===== src/rtl/serial_deserializer.sv =====
// Serial-to-parallel deserializer with a one-word output buffer and a sticky overrun flag.
// Optional feature: define SER_PARITY_EN to append one even-parity bit per frame and report par_err.
module serial_deserializer #(
    parameter int WIDTH = 8
) (
    input  logic             clock,
    input  logic             reset,
    input  logic             bit_in,
    input  logic             bit_en,
    input  logic             out_ready,
    input  logic             clr_ovr,
    output logic [WIDTH-1:0] data_out,
    output logic             out_valid,
    output logic             overrun,
    output logic [4:0]       bit_count,
    output logic             par_err
);

`ifdef SER_PARITY_EN
    localparam int FRAME = WIDTH + 1;
`else
    localparam int FRAME = WIDTH;
`endif
    localparam logic [4:0] LAST_IDX = 5'(FRAME - 1);

    typedef enum logic {S_EMPTY, S_FULL} state_t;

    state_t             r_state;
    logic [FRAME-1:0]   r_shift;
    logic [4:0]         r_count;
    logic [WIDTH-1:0]   r_data;
    logic               r_valid;
    logic               r_ovr;
    logic               r_perr;

    logic [FRAME-1:0]   w_shift;
    logic [WIDTH-1:0]   w_word;
    logic               w_perr;
    logic               w_done;
    logic               w_ovr_set;

    assign w_shift = {r_shift[FRAME-2:0], bit_in};
    assign w_done  = bit_en && (r_count == LAST_IDX);

`ifdef SER_PARITY_EN
    // Parity bit arrives last, so it sits in the LSB; the data word is above it.
    assign w_word = w_shift[FRAME-1:1];
    assign w_perr = ^w_shift;
`else
    assign w_word = w_shift;
    assign w_perr = 1'b0;
`endif

    // A completed word is dropped only when the buffer is held full.
    assign w_ovr_set = w_done && (r_state == S_FULL) && !out_ready;

    always_ff @(posedge clock or negedge reset) begin
        if (!reset) begin
            r_state <= S_EMPTY;
            r_shift <= '0;
            r_count <= '0;
            r_data  <= '0;
            r_valid <= 1'b0;
            r_ovr   <= 1'b0;
            r_perr  <= 1'b0;
        end else begin
            if (bit_en) begin
                r_shift <= w_shift;
                r_count <= w_done ? 5'd0 : r_count + 5'd1;
            end

            case (r_state)
                S_EMPTY: begin
                    if (w_done) begin
                        r_data  <= w_word;
                        r_perr  <= w_perr;
                        r_valid <= 1'b1;
                        r_state <= S_FULL;
                    end
                end
                S_FULL: begin
                    if (w_done) begin
                        if (out_ready) begin
                            r_data <= w_word;
                            r_perr <= w_perr;
                        end
                    end else if (out_ready) begin
                        r_valid <= 1'b0;
                        r_state <= S_EMPTY;
                    end
                end
                default: begin
                    r_valid <= 1'b0;
                    r_state <= S_EMPTY;
                end
            endcase

            if (w_ovr_set)
                r_ovr <= 1'b1;
            else if (clr_ovr)
                r_ovr <= 1'b0;
        end
    end

    assign data_out  = r_data;
    assign out_valid = r_valid;
    assign overrun   = r_ovr;
    assign bit_count = r_count;
    assign par_err   = r_perr;

endmodule


===== config.mk =====
export PLATFORM = sky130hd
export DESIGN_NAME = serial_deserializer
export DESIGN_NICKNAME = d
export VERILOG_FILES = /design/src/rtl/serial_deserializer.sv
export SDC_FILE = /design/constraint.sdc
export NUM_CORES = 1
export LEC_CHECK = 0
export CORE_MARGIN = 2
export CORE_UTILIZATION = 43
export DETAILED_ROUTE_END_ITERATION = 16
export PLACE_DENSITY = 0.73
export SYNTH_ARGS = -nofsm -noshare
export SYNTH_HDL_FRONTEND = slang
export SYNTH_SLANG_ARGS = --single-unit

===== constraint.sdc =====
create_clock -name clock -period 1.7 [get_ports clock]
set_input_delay 0.34 -clock clock [delete_from_list [all_inputs] [get_ports clock]]
set_output_delay 0.34 -clock clock [all_outputs]
set_load 0.03 [all_outputs]

==> results of run 1 <==
## routing by layer
metal | track usage (%) | vias to the layer above | part of all wire, % | wire length (um)
met1 | 17.24 | 303 | 44 | 724
li1 | - | 293 | - | -
met2 | 23.59 | 19 | 49 | 819
met5 | 0 | - | 0 | 0
met3 | 2.924 | 4 | 5.1 | 85
met4 | 6.579 | 0 | 1.9 | 31
## layout by cell type, fill, tap and decap left out, types with 3 or more instances in the layout
cell type	synthesis	layout
dfrtp_1	23	21
mux2_2	16	14
dlygate4sd2_1	0	12
buf_4	2	9
inv_1	5	5
clkdlybuf4s50_1	0	5
nand4_1	3	3
clkbuf_4	0	3
dlymetal6s2s_1	0	3
## timing repair
| action | in CTS | in global routing |
|---|---|---|
| gates cloned | 0 | 0 |
| pin swaps | 0 | 5 |
| gates resized for setup | 12 | 8 |
| setup endpoints to repair | 12 | 11 |
| buffers inserted | 0 | 4 |
## worst max-delay path, stage by stage, from the launching register on
cell,delay (ps)
dfrtp_2,450
ha_4,170
nand4_1,140
ha_2,220
nor2_4,50
o21ai_4,120
mux2_2,380
## path summary, 6_finish.rpt
kind	startpoint	endpoint	slack, ps
max in group asynchronous	reset	bit_count[1]	1090
setup / recovery	bit_count[0]	data_out[4]	70
min in group clock	data_out[1]	data_out[1]	520
setup reg to reg	bit_count[0]	data_out[4]	70
hold / removal	reset	r_state	370
hold reg to reg	data_out[1]	data_out[1]	520
## stage by stage
step / util, % / setup slack [ps] / instances
2_1_floorplan: - / 2.353 / 68
3_3_place_gp: 57.09 / -197.0 / 119
3_5_place_dp: 57.09 / -240.9 / 119
4_1_cts: 57.61 / 12.48 / 123
5_1_grt: 60.15 / -25.42 / 127
6_report: 60.15 / 69.08 / 127
## kinds of logic (layout without fill, tap and decap cells)
| family | after synthesis | count (layout) |
|---|---|---|
| flip-flops | 23 | 23 |
| XOR/XNOR | 3 | 3 |
| AND/OR/NAND/NOR | 8 | 8 |
| adder cells (fa/ha/maj) | 4 | 4 |
| AO/OA/AOI/OAI | 6 | 6 |
| buffers and inverters | 7 | 38 |
| multiplexers | 16 | 16 |
| other | 1 | 1 |
## area by class of cell
| class | count | area share (%) |
|---|---|---|
| clock buffer | 4 | 2.013 |
| sequential | 23 | 44.30 |
| inverter | 5 | 1.438 |
| tap | 28 | 2.685 |
| timing repair buffer | 29 | 19.94 |
| multi-input combinational | 38 | 29.63 |
## power groups by stage
stage | combinational (mW) | clock (mW) | sequential, mW
floorplan | 0.346 | 0 | 1.24
global placement | 1.12 | 0 | 0.917
detailed placement | 1.13 | 0 | 0.922
CTS | 1.04 | 0.257 | 0.906
global route | 1.19 | 0.280 | 0.935
finish | 1.11 | 0.249 | 0.902
## registers in the layout (all words and copies together) (netlist names)
register / count
r_state: 1
bit_count: 5
overrun: 1
r_shift: 7
out_valid: 1
data_out: 8
==> results.md, run 1 <==
* Die H at 51.34 um
* Compound-Gate Fraction of Synth Area at 5.584%
* Initial antenna violation count at 0
* Mapped Cells at 68
* Crit Path Max Fanout at 8
* Number of flops mapped to enable cells by yosys at 0
* WP data arrival at 1830 ps
* Clock Power Share at 11.0%
* Worst hold slack at 373.6 ps
* Commonest cells post-synth: 23 x dfrtp_1, 16 x mux2_2, 5 x inv_1
* Final instance area at 1305 um^2
* Startpoint type of the worst setup path: flop
* Hpwl dp at 1155 um
* Main synth FF type: dfrtp_1
* Multi-input logic area at 386.6 um^2
* Core area at 2170 um^2
* DR pass1 iterations at 4
* Via Count at 619
* # fillers at 205
* Endpoints failing hold at 0
* Die W at 51.34 um
* Crit share post-route at 95.94%
* Starting density of the core at 44.41%
* Post-Route WL at 1660 um
* Total Power at 2.259 mW
* CTS sink count at 23
* Crit end category: flop
* Number of global-route vias before repair at 645
* Area leader, netlist: dfrtp_1
* Max Cap Violations at 0
* Routed Antenna Nets at 0
* Mapped Area at 963.4 um^2
* Synth top area cells: dfrtp_1 60%, mux2_2 19%, ha_1 5.2%
* Async S/R FF share, synth at 100.0%
* CTS tree: built
* Global route overflow at 0
* CTS Hold Bufs at 0
* Mean Syn Cell Area at 14.17 um^2
* Sequential power share at 39.9%
* Largest family of logic cells by synthesized area: multiplexers
* Combinational power share at 49.1%
* Reg2reg path depth at 6
* Seq/Total Area, Yosys at 59.74%
* Die area at 2635 um^2
* Netlist cell types at 18
* Placed cell areas at 1239 um^2
* # rows at 17
* Setup violators final at 0
* I/O pin count at 22
* P_sw at 0.8962 mW
* Max-slew violation count at 0
* Clk Latency, worst-skew pair at 300 ps
* Clock-pin slew on the worst setup and hold paths at 120 ps
* Port Buffers at 20
* Status: complete, no violations
* Maximum vdd drop at 0.9801 mV
* Clk root buf: clkbuf_4
* Post-Syn Nets at 78
* Share of cells above drive strength 1 at 37.37%
* Inserted Diodes at 0
* CTS Buf Count at 3
* Leak at 0.6411 nW
* Worst clock skew at 2.215 ps
* CP Class: reg2reg
* Required @ worst endpoint at 1900 ps
* NumNets Final at 110
* Int Pwr at 1.363 mW
* Mux cell area share after synthesis at 18.70%
* Post-route DRC at 0
* Most frequent cell after synthesis: dfrtp_1
* Drt initial violations at 4
* Fin crit period at 1631 ps
* Gr usage total at 14.04%
* Area grow syn2layout at 35.45%
* Yosys reg bits at 23
* Synth Area in Adders at 5.195%
* Area share of xor/xnor cells in the synthesized design at 2.727%
* Vias/cell at 4.874
* Pwr dens at 1731 nW/um^2
* Worst hold-check path type: in2async
* CTS max path bufs at 2
* H-tree Lvls at 1
* Yosys warns at 0
* Switching part of the total at 39.67%
* First-pass GRT wire length at 2739 um
* Setup TNS at 0 ps
* WL/cell at 13.07 um
* RD Place Congestion at 0.6780
* Post-Synth Simple-Gate Area at 4.156%
* Unrepaired setup endpoints after global routing: true
* Reg area at 578.1 um^2
* Synth top area share at 59.74%
* Largest net degree at the start of global routing at 24
* F_max at 0.6132 GHz
(Power assumes the default switching activity.)
==> inputs of run 2 (changes only) <==
PLACE_DENSITY = 0.72   (was 0.73)
==> run 2 against run 1 <==
Power is 1.5% lower. Sequential share of layout area is 0.65 points higher. Global-route usage hardly changed. Cell area is 1.4% lower. Register-to-register slack worse by 20 ps. Clock power hardly changed. Maximum frequency is 1.2% lower. Cell count is 0.79% lower. Worst hold slack worse by 8.0 ps. Non-clock buffer count is 1 lower. Clock skew hardly changed. Utilization is 0.87 points lower. Critical endpoint is now data_out[5].
==> results.md, run 2 (same netlist as run 1, synthesis figures left out) <==
* Status: complete, no violations
* Drt initial violations at 0
* Post-route DRC at 0
* Crit end category: flop
* Crit-path max cell delay at 450 ps
* Placed cells at 118
* DR pass1 iterations at 1
* Register-to-Register Setup Slack at 50 ps
* Max FFs per register at 8
* Hpwl dp at 1136 um
* CTS max path bufs at 2
* Sequential power share at 40.6%
* Startpoint type of the worst setup path: flop
* Crit share post-route at 97.06%
* WL/cell at 13.02 um
* Worst clock skew at 2.154 ps
* Fin crit period at 1650 ps
* RD Place Congestion at 0.6817
* Int Pwr at 1.337 mW
* NumNets Final at 109
* Post-Route WL at 1641 um
* Die H at 51.34 um
* Gr usage total at 14.02%
* CP Cell Sequence: ha_4, nand4_1, ha_2, nor2_4, o21ai_4, mux2_2
* Reg area at 578.1 um^2
* Most frequent cells in the layout: 21 x dfrtp_1, 16 x mux2_2, 13 x dlygate4sd2_1
* H-tree Lvls at 1
* DR WL met3 at 82 um
* CTS sink count at 23
* # rows at 17
* Leading cell type in the layout, fill and taps excluded: dfrtp_1
* Total Power at 2.225 mW
* Number of global-route vias before repair at 642
* CTS tree: built
* Share of cells above drive strength 1 at 36.73%
* Vias/cell at 4.889
* Global route overflow at 0
* Maximum vdd drop at 0.9752 mV
* Core Util, Final at 59.28%
* Slowest library cell on the worst path: dfrtp_2
* Setup violators final at 0
* Starting density of the core at 44.41%
* CP Class: reg2reg
* Endpoints failing hold at 0
* Routed Antenna Nets at 0
* WP data arrival at 1850 ps
* Setup TNS at 0 ps
* Area grow syn2layout at 33.51%
* Initial antenna violation count at 0
* DR top layer: met4
* Crit Path Max Fanout at 8
* Clock-pin slew on the worst setup and hold paths at 120 ps
* Clock Power Share at 11.2%
* Cell Count, Final, Fillers Out at 126
* First-pass GRT wire length at 2732 um
* Met2 wire len at 812 um
* Max-slew violation count at 0
* Leak at 0.6172 nW
* Largest net degree at the start of global routing at 24
* Pwr dens at 1730 nW/um^2
* Via Count at 616
* Unrepaired setup endpoints after global routing: true
* Worst hold-check path type: in2async
* Post-Route M1 WL at 729 um
* # fillers at 199
* Port Buffers at 20
* CTS Hold Bufs at 0
* Clk Latency, worst-skew pair at 310 ps
* Multi-input logic area at 379.1 um^2
* P_sw at 0.8884 mW
* F_max at 0.6061 GHz
* Required @ worst endpoint at 1900 ps
* CTS Buf Count at 3
* Core area at 2170 um^2
* I/O pin count at 22
* Inserted Diodes at 0
* Max Cap Violations at 0
* Die area at 2635 um^2
* Clk root buf: clkbuf_4
* Combinational power share at 48.2%
* Switching part of the total at 39.93%
* Die W at 51.34 um
-- run 2: cell types whose count changed in the layout (fill, tap and decap cells not counted), sizes merged --
cell          change
dlygate4sd2       +1
buf               -1
dlymetal6s2s      -1
-- run 2: critical path, delay by kind of cell, from the launching register on --
family	cells	cell delay, ps
and+or+nand+nor	2	190
adders and majority gates	2	400
AOI/OAI and AO/OA	1	120
muxes	1	380
DFF	1	450
-- run 2: timing repair --
item	4_1_cts	5_1_grt
pin swaps	0	2
endpoints found under the setup margin	13	10
buffers inserted	0	4
gates resized for setup	13	5
-- run 2: per-stage QoR --
| stage | worst slack (ps) | hold WS [ps] | instance area, um^2 |
|---|---|---|---|
| 6_report | 50.00 | 365.5 | 1286 |
| 5_1_grt | -48.36 | 382.8 | 1286 |
| 4_1_cts | 6.181 | 360.0 | 1241 |
| 3_5_place_dp | -237.0 | 491.3 | 1231 |
| 3_3_place_gp | -210.5 | 481.9 | 1231 |
| 2_1_floorplan | 2.353 | 44.41 | 980.9 |
-- run 2: final cells by class --
| class | count | share of cell area [%] |
|---|---|---|
| multi-input cells | 38 | 29.47 |
| well taps | 28 | 2.724 |
| repair buffers | 28 | 19.36 |
| clock buffers | 4 | 2.043 |
| flip-flops and latches | 23 | 44.94 |
| inverters | 5 | 1.459 |
-- run 2: power by group through the flow --
stage                     combinational, mW  clock (mW)  sequential, mW
after floorplan                       0.346           0            1.24
after global placement                 1.09           0           0.921
after detailed placement               1.11           0           0.930
after CTS                              1.00       0.264           0.915
after global routing                   1.15       0.272           0.940
final                                  1.07       0.248           0.904
-- run 2: path summary, 6_finish.rpt --
path                                   start            to  cells past startpoint
worst max-delay path            bit_count[0]   data_out[5]                      6
worst max register to register  bit_count[0]   data_out[5]                      6
min in group clock                r_shift[6]    r_shift[6]                      1
worst min-delay path                   reset       overrun                      2
max in group asynchronous              reset  bit_count[1]                      2
worst min register to register    r_shift[6]    r_shift[6]                      1
-- run 2: per-layer routing --
layer	vias to the layer above	track usage, %
li1	291	-
met1	305	17.94
met2	18	22.73
met3	2	3.801
met4	0	5.263
met5	-	0
